**config.mk**
```make
export PLATFORM = sky130hd
export DESIGN_NAME = vend_ctrl
export DESIGN_NICKNAME = d
export VERILOG_FILES = /design/src/rtl/vend_pkg.sv /design/src/rtl/vend_ctrl.sv
export SDC_FILE = /design/constraint.sdc
export NUM_CORES = 1
export LEC_CHECK = 0
export CAP_MARGIN = 5
export CORE_ASPECT_RATIO = 0.9
export CORE_MARGIN = 5
export CORE_UTILIZATION = 52
export DETAILED_ROUTE_END_ITERATION = 12
export GPL_TIMING_DRIVEN = 0
export PLACE_DENSITY = 0.82
export SYNTH_ARGS = -nofsm -noshare
export SYNTH_HDL_FRONTEND = slang
export SYNTH_SLANG_ARGS = --single-unit
export TNS_END_PERCENT = 10
```
**constraint.sdc**
```tcl
create_clock -name sys_clk -period 3.8 [get_ports sys_clk]
set_input_delay 0.57 -clock sys_clk [delete_from_list [all_inputs] [get_ports sys_clk]]
set_output_delay 0.57 -clock sys_clk [all_outputs]
set_load 0.02 [all_outputs]
```
**src/rtl/vend_pkg.sv**
```systemverilog
// Shared types and helpers for the vending-machine controller.
// Holds the FSM state encoding, the coin unit, and the credit-width legality check.
package vend_pkg;

    typedef enum logic [1:0] {
        IDLE    = 2'd0,
        COLLECT = 2'd1,
        VEND    = 2'd2,
        REFUND  = 2'd3
    } state_e;

    // One coin unit is half a yuan.
    localparam int unsigned UNIT_HALF_YUAN = 1;

    // True when the largest credit reachable (PRICE-1 plus the largest coin) fits in credit_w bits.
    function automatic bit credit_w_ok(input int unsigned price,
                                       input int unsigned coin_w,
                                       input int unsigned credit_w);
        int unsigned max_credit;
        max_credit = price - 32'd1 + (32'd1 << coin_w) - 32'd1;
        return (price >= 32'd1) &&
               (int'($clog2(max_credit + 32'd1)) <= int'(credit_w)) &&
               (int'($clog2(price + 32'd1)) <= int'(credit_w));
    endfunction

endpackage

```
**src/rtl/vend_ctrl.sv**
```systemverilog
// Vending-machine controller: accumulates coin credit, pulses coke at PRICE,
// returns change on overpay (when enabled) and refunds credit on cancel.
module vend_ctrl
    import vend_pkg::*;
#(
    parameter int unsigned PRICE     = 6,
    parameter int unsigned COIN_W    = 2,
    parameter int unsigned CREDIT_W  = 4,
    parameter int unsigned CHANGE_EN = 1
) (
    input  logic                sys_clk,
    input  logic                sys_rst_n,
    input  logic                coin_valid,
    input  logic [COIN_W-1:0]   coin_val,
    input  logic                cancel,
    output logic                coke,
    output logic                change_valid,
    output logic [CREDIT_W-1:0] change_val,
    output logic                coin_rej,
    output logic [CREDIT_W-1:0] credit,
    output logic                busy
);

    generate
        if (!credit_w_ok(PRICE, COIN_W, CREDIT_W)) begin : g_param_chk
            $fatal(1, "vend_ctrl: PRICE-1 plus the largest coin does not fit in CREDIT_W bits");
        end
    endgenerate

    localparam logic [CREDIT_W-1:0] PRICE_C = CREDIT_W'(PRICE);

    state_e                r_state;
    logic [CREDIT_W-1:0]   r_credit;
    logic                  r_coke;
    logic                  r_chg_vld;
    logic [CREDIT_W-1:0]   r_chg_val;
    logic                  r_coin_rej;
    logic                  r_busy;

    state_e                w_state_nxt;
    logic [CREDIT_W-1:0]   w_credit_nxt;
    logic                  w_coke_nxt;
    logic                  w_chg_vld_nxt;
    logic [CREDIT_W-1:0]   w_chg_val_nxt;
    logic                  w_rej_nxt;
    logic                  w_accept;
    logic [CREDIT_W-1:0]   w_sum;

    assign w_accept = coin_valid && (coin_val != '0);
    assign w_sum    = r_credit + CREDIT_W'(coin_val);

    // Next state and the registered-output values that go with entering it.
    always_comb begin
        w_state_nxt   = r_state;
        w_credit_nxt  = r_credit;
        w_coke_nxt    = 1'b0;
        w_chg_vld_nxt = 1'b0;
        w_chg_val_nxt = '0;
        w_rej_nxt     = 1'b0;
        case (r_state)
            IDLE, COLLECT: begin
                if ((r_state == COLLECT) && cancel) begin
                    w_state_nxt   = REFUND;
                    w_chg_vld_nxt = 1'b1;
                    w_chg_val_nxt = w_accept ? w_sum : r_credit;
                    w_credit_nxt  = '0;
                end else if (w_accept) begin
                    if (w_sum >= PRICE_C) begin
                        w_state_nxt  = VEND;
                        w_coke_nxt   = 1'b1;
                        w_credit_nxt = '0;
                        if ((CHANGE_EN != 0) && (w_sum > PRICE_C)) begin
                            w_chg_vld_nxt = 1'b1;
                            w_chg_val_nxt = w_sum - PRICE_C;
                        end
                    end else begin
                        w_state_nxt  = COLLECT;
                        w_credit_nxt = w_sum;
                    end
                end
            end
            VEND, REFUND: begin
                // Busy for one cycle: coins bounce, cancel has no effect.
                w_state_nxt  = IDLE;
                w_credit_nxt = '0;
                w_rej_nxt    = w_accept;
            end
            default: begin
                w_state_nxt  = IDLE;
                w_credit_nxt = '0;
            end
        endcase
    end

    always_ff @(posedge sys_clk or negedge sys_rst_n) begin
        if (!sys_rst_n) begin
            r_state <= IDLE;
        end else begin
            r_state <= w_state_nxt;
        end
    end

    always_ff @(posedge sys_clk or negedge sys_rst_n) begin
        if (!sys_rst_n) begin
            r_credit   <= '0;
            r_coke     <= 1'b0;
            r_chg_vld  <= 1'b0;
            r_chg_val  <= '0;
            r_coin_rej <= 1'b0;
            r_busy     <= 1'b0;
        end else begin
            r_credit   <= w_credit_nxt;
            r_coke     <= w_coke_nxt;
            r_chg_vld  <= w_chg_vld_nxt;
            r_chg_val  <= w_chg_val_nxt;
            r_coin_rej <= w_rej_nxt;
            r_busy     <= (w_state_nxt == VEND) || (w_state_nxt == REFUND);
        end
    end

    assign coke         = r_coke;
    assign change_valid = r_chg_vld;
    assign change_val   = r_chg_val;
    assign coin_rej     = r_coin_rej;
    assign credit       = r_credit;
    assign busy         = r_busy;

endmodule

```
==> run_results.csv <==
group,metric,value,unit
synth,syn-mean-instance-area,9.99,µm²
global_routing,grt_remaining_overflow,0,
placement,gpl.final_weighted_congestion,0.829,
setup_path,required,3950,ps
hold_path,hold_start,"credit[0]",
synth,dominantRegCellSynth,"sky130_fd_sc_hd__dfrtp_1",
floorplan,die_area,2420,µm²
final_layout,drive_gt1_frac,0.0800,
floorplan,die_width,51.3,µm
final_layout,multi_input_combinational_cell_area,425,µm²
power_and_ir_drop,p_per_area,614,nW/µm²
synth,yosys_register_bits,14,
routing,drt-wirelength-per-cell,14.8,µm
sta,unrepaired_setup_endpoints_after_global_routing,"false",
routing,drt_drc_violations_left,0,
clock_tree,cts_htree_levels,1,
final_layout,fin_nets,112,
setup_path,r2r_cells,6,
sta,hold_slack,571,ps
global_routing,grt_pass1_wl,2.92,mm
global_routing,grt_pass1_vias,671,
sta,final_period_minus_worst_setup_slack,2830,ps
setup_path,cp-start-kind,"primary input",
global_routing,grt_usage,0.161,
routing,dr_total_vias,704,
final_layout,n_fill_cell,111,
synth,synth_cell_type_count,37,
setup_path,timing.setup.critical_path_class,"in2reg",
sta,max_clock_freq,353,MHz
setup_path,critPathMaxFanout,5,
power_and_ir_drop,max-vdd-ir-drop,0.391,mV
sta,finClkSkew,1.16,ps
synth,share_of_flip_flops_with_an_asynchronous_set_or_reset_after_synthesis,1.00,
floorplan,fp-row-count,13,
setup_path,internal_reg_to_reg_setup_slack,1380,ps
clock_tree,worstSkewPairLatency,270,ps
floorplan,chipHeight,47.2,µm
global_routing,antenna_found_initial,0,
placement,detailedPlacementHpwl,1.30,mm
routing,drt-initial-drc-count,17,
synth,synth.net_count,90,
floorplan,placeableCoreArea,1450,µm²
hold_path,worstHoldPathCells,2,
clock_tree,clock_path_buffers,2,
setup_path,worstReg2RegStart,"credit[0]",
routing,drtAntennaViolNets,0,
clock_tree,post_cts.resized_instances,0,
setup_path,critPathCaptureType,"register",
routing,final_wl,1.70,mm
setup_path,regToRegEndpoint,"r_state[1]",
global_routing,grt_start_max_net_pins,15,
floorplan,pin_count,18,
clock_tree,clk_pin_slew,70,ps
floorplan,initial_utilization,0.552,
synth,synth_edf_count,0,
synth,synth_seq_area_share,0.438,
sta,ratio_of_final_minimum_period_to_clock_period,0.746,
setup_path,cp_data_arrival_time,2980,ps
synth,count_of_mapped_cells_out_of_synthesis,80,
final_layout,syn_to_final_growth,26.4,%
hold_path,hold_removal_path_class,"reg2reg",
status,status,"completed",
final_layout,insertedDiodeCount,0,
clock_tree,cts_tree,"yes",
clock_tree,clock_root_cell,"sky130_fd_sc_hd__clkbuf_4",
hold_path,min_to,"credit[0]",
sta,tns,0,ps
sta,report.final.slew_viol_count,0,
final_layout,register_area,350,µm²
clock_tree,cts_hold_buf,0,
sta,hold_viol_final,0,
clock_tree,postCtsSetupRepairBufs,0,
job,drv.max_cap_violation_count,0,
sta,slew-limit-headroom,0.540,
sta,number_of_setup_violations_in_the_final_report,0,
placement,buffer_ports.inserted,17,
clock_tree,numCtsBuffers,3,
routing,viasPerCell,6.12,
power_and_ir_drop,power_leakage,0.432,nW
synth,synthesis.area,800,µm²
synth,yosys_warnings,0,
clock_tree,cts.sink_count,14,
sta,worst-slew-pin-transition,690,ps
routing,detailedRoute.firstPassIterationCount,4,
## critical path, stage by stage
cell and delay [ps]:
sky130_fd_sc_hd__clkdlybuf4s50_1 480, sky130_fd_sc_hd__ha_1 280, sky130_fd_sc_hd__fa_1 460, sky130_fd_sc_hd__xor2_2 220, sky130_fd_sc_hd__a222oi_1 660, sky130_fd_sc_hd__nand2b_1 230
sky130_fd_sc_hd__a21oi_1 80
## worst max-delay path by stage
stage / start / end / cells past startpoint
finish: coin_val[0] / r_state[1] / 7
global route: coin_val[0] / busy / 7
CTS: coin_val[0] / r_state[1] / 7
detailed placement: coin_val[0] / r_state[1] / 7
global placement: coin_val[0] / busy / 7
floorplan: coin_val[0] / change_val[3] / 7
## cell type report
type / count / share of cell area
plain buffers: 3 / 0.0198
clock buffers: 3 / 0.0223
well taps: 15 / 0.0186
repair buffers: 17 / 0.168
multi-input cells: 62 / 0.421
inverters: 1 / 0.00371
flip-flops and latches: 14 / 0.347
## through the flow
| step | utilization | power, W | worst slack (ps) | cells | area [µm²] |
|---|---|---|---|---|---|
| finish | 0.698 | 0.000621 | 966 | 115 | 1010 |
| global route | 0.698 | 0.000670 | 790 | 115 | 1010 |
| CTS | 0.698 | 0.000628 | 969 | 115 | 1010 |
| detailed placement | 0.683 | 0.000548 | 694 | 112 | 988 |
| global placement | 0.683 | 0.000543 | 687 | 112 | 988 |
| floorplan | - | 0.000432 | 1450 | 80 | 800 |
## where the power goes
part	total [W]	internal (W)	switching, W	leakage, nW
clock network	0.0000774	0.0000367	0.0000408	0.0138
logic	0.000331	0.000148	0.000183	0.230
registers	0.000213	0.000189	0.0000242	0.189
total	0.000621	0.000373	0.000248	0.432
## kinds of logic (layout without fill, tap and decap cells)
family / Yosys count / in the layout / share of synthesized area
and+or+nand+nor: 29 / 29 / 0.197
AOI/OAI and AO/OA: 27 / 27 / 0.232
DFF: 14 / 14 / 0.438
adders and majority gates: 4 / 4 / 0.0720
buffers and inverters: 4 / 24 / 0.0297
xor gates and xnor gates: 2 / 2 / 0.0313
## per-layer routing
layer  global-route usage  vias up  wire (µm)
met4               0.0262        0         10
met3               0.0571        2        121
met2                0.293       26        826
li1                     -      343          -
met1                0.191      333        741
met5                    0        -          0
## cell usage after synthesis (2+ instances only)
cell type | n | area, µm²
sky130_fd_sc_hd__nand3_1 | 4 | 20.0
sky130_fd_sc_hd__o31a_1 | 2 | 17.5
sky130_fd_sc_hd__nand2b_1 | 2 | 12.5
sky130_fd_sc_hd__ha_1 | 3 | 37.5
sky130_fd_sc_hd__nor3_1 | 3 | 15.0
sky130_fd_sc_hd__nand2_1 | 9 | 33.8
sky130_fd_sc_hd__a21boi_0 | 2 | 15.0
sky130_fd_sc_hd__and2_1 | 2 | 12.5
sky130_fd_sc_hd__a21oi_1 | 10 | 50.1
sky130_fd_sc_hd__a21o_1 | 2 | 15.0
sky130_fd_sc_hd__dfrtp_1 | 14 | 350
sky130_fd_sc_hd__nor4b_1 | 2 | 17.5
## cell usage in the layout (no fill, tap or decap), types with 2 or more instances in the layout
cell / count
sky130_fd_sc_hd__clkbuf_4: 3
sky130_fd_sc_hd__clkdlybuf4s50_1: 17
sky130_fd_sc_hd__and2_1: 2
sky130_fd_sc_hd__nor3_1: 3
sky130_fd_sc_hd__nand3_1: 4
sky130_fd_sc_hd__a21o_1: 2
sky130_fd_sc_hd__nand2_1: 9
sky130_fd_sc_hd__dfrtp_1: 14
sky130_fd_sc_hd__a21oi_1: 10
sky130_fd_sc_hd__nor4b_1: 2
sky130_fd_sc_hd__nand2b_1: 2
sky130_fd_sc_hd__a21boi_0: 2
sky130_fd_sc_hd__o31a_1: 2
sky130_fd_sc_hd__ha_1: 3
## state kept, by name, indices dropped and copies added (netlist names)
register and count:
coin_rej 1, coke 1, credit 4, r_state 2
change_valid 1, busy 1, change_val 4
No activity file was read; power rests on OpenSTA's default activity.
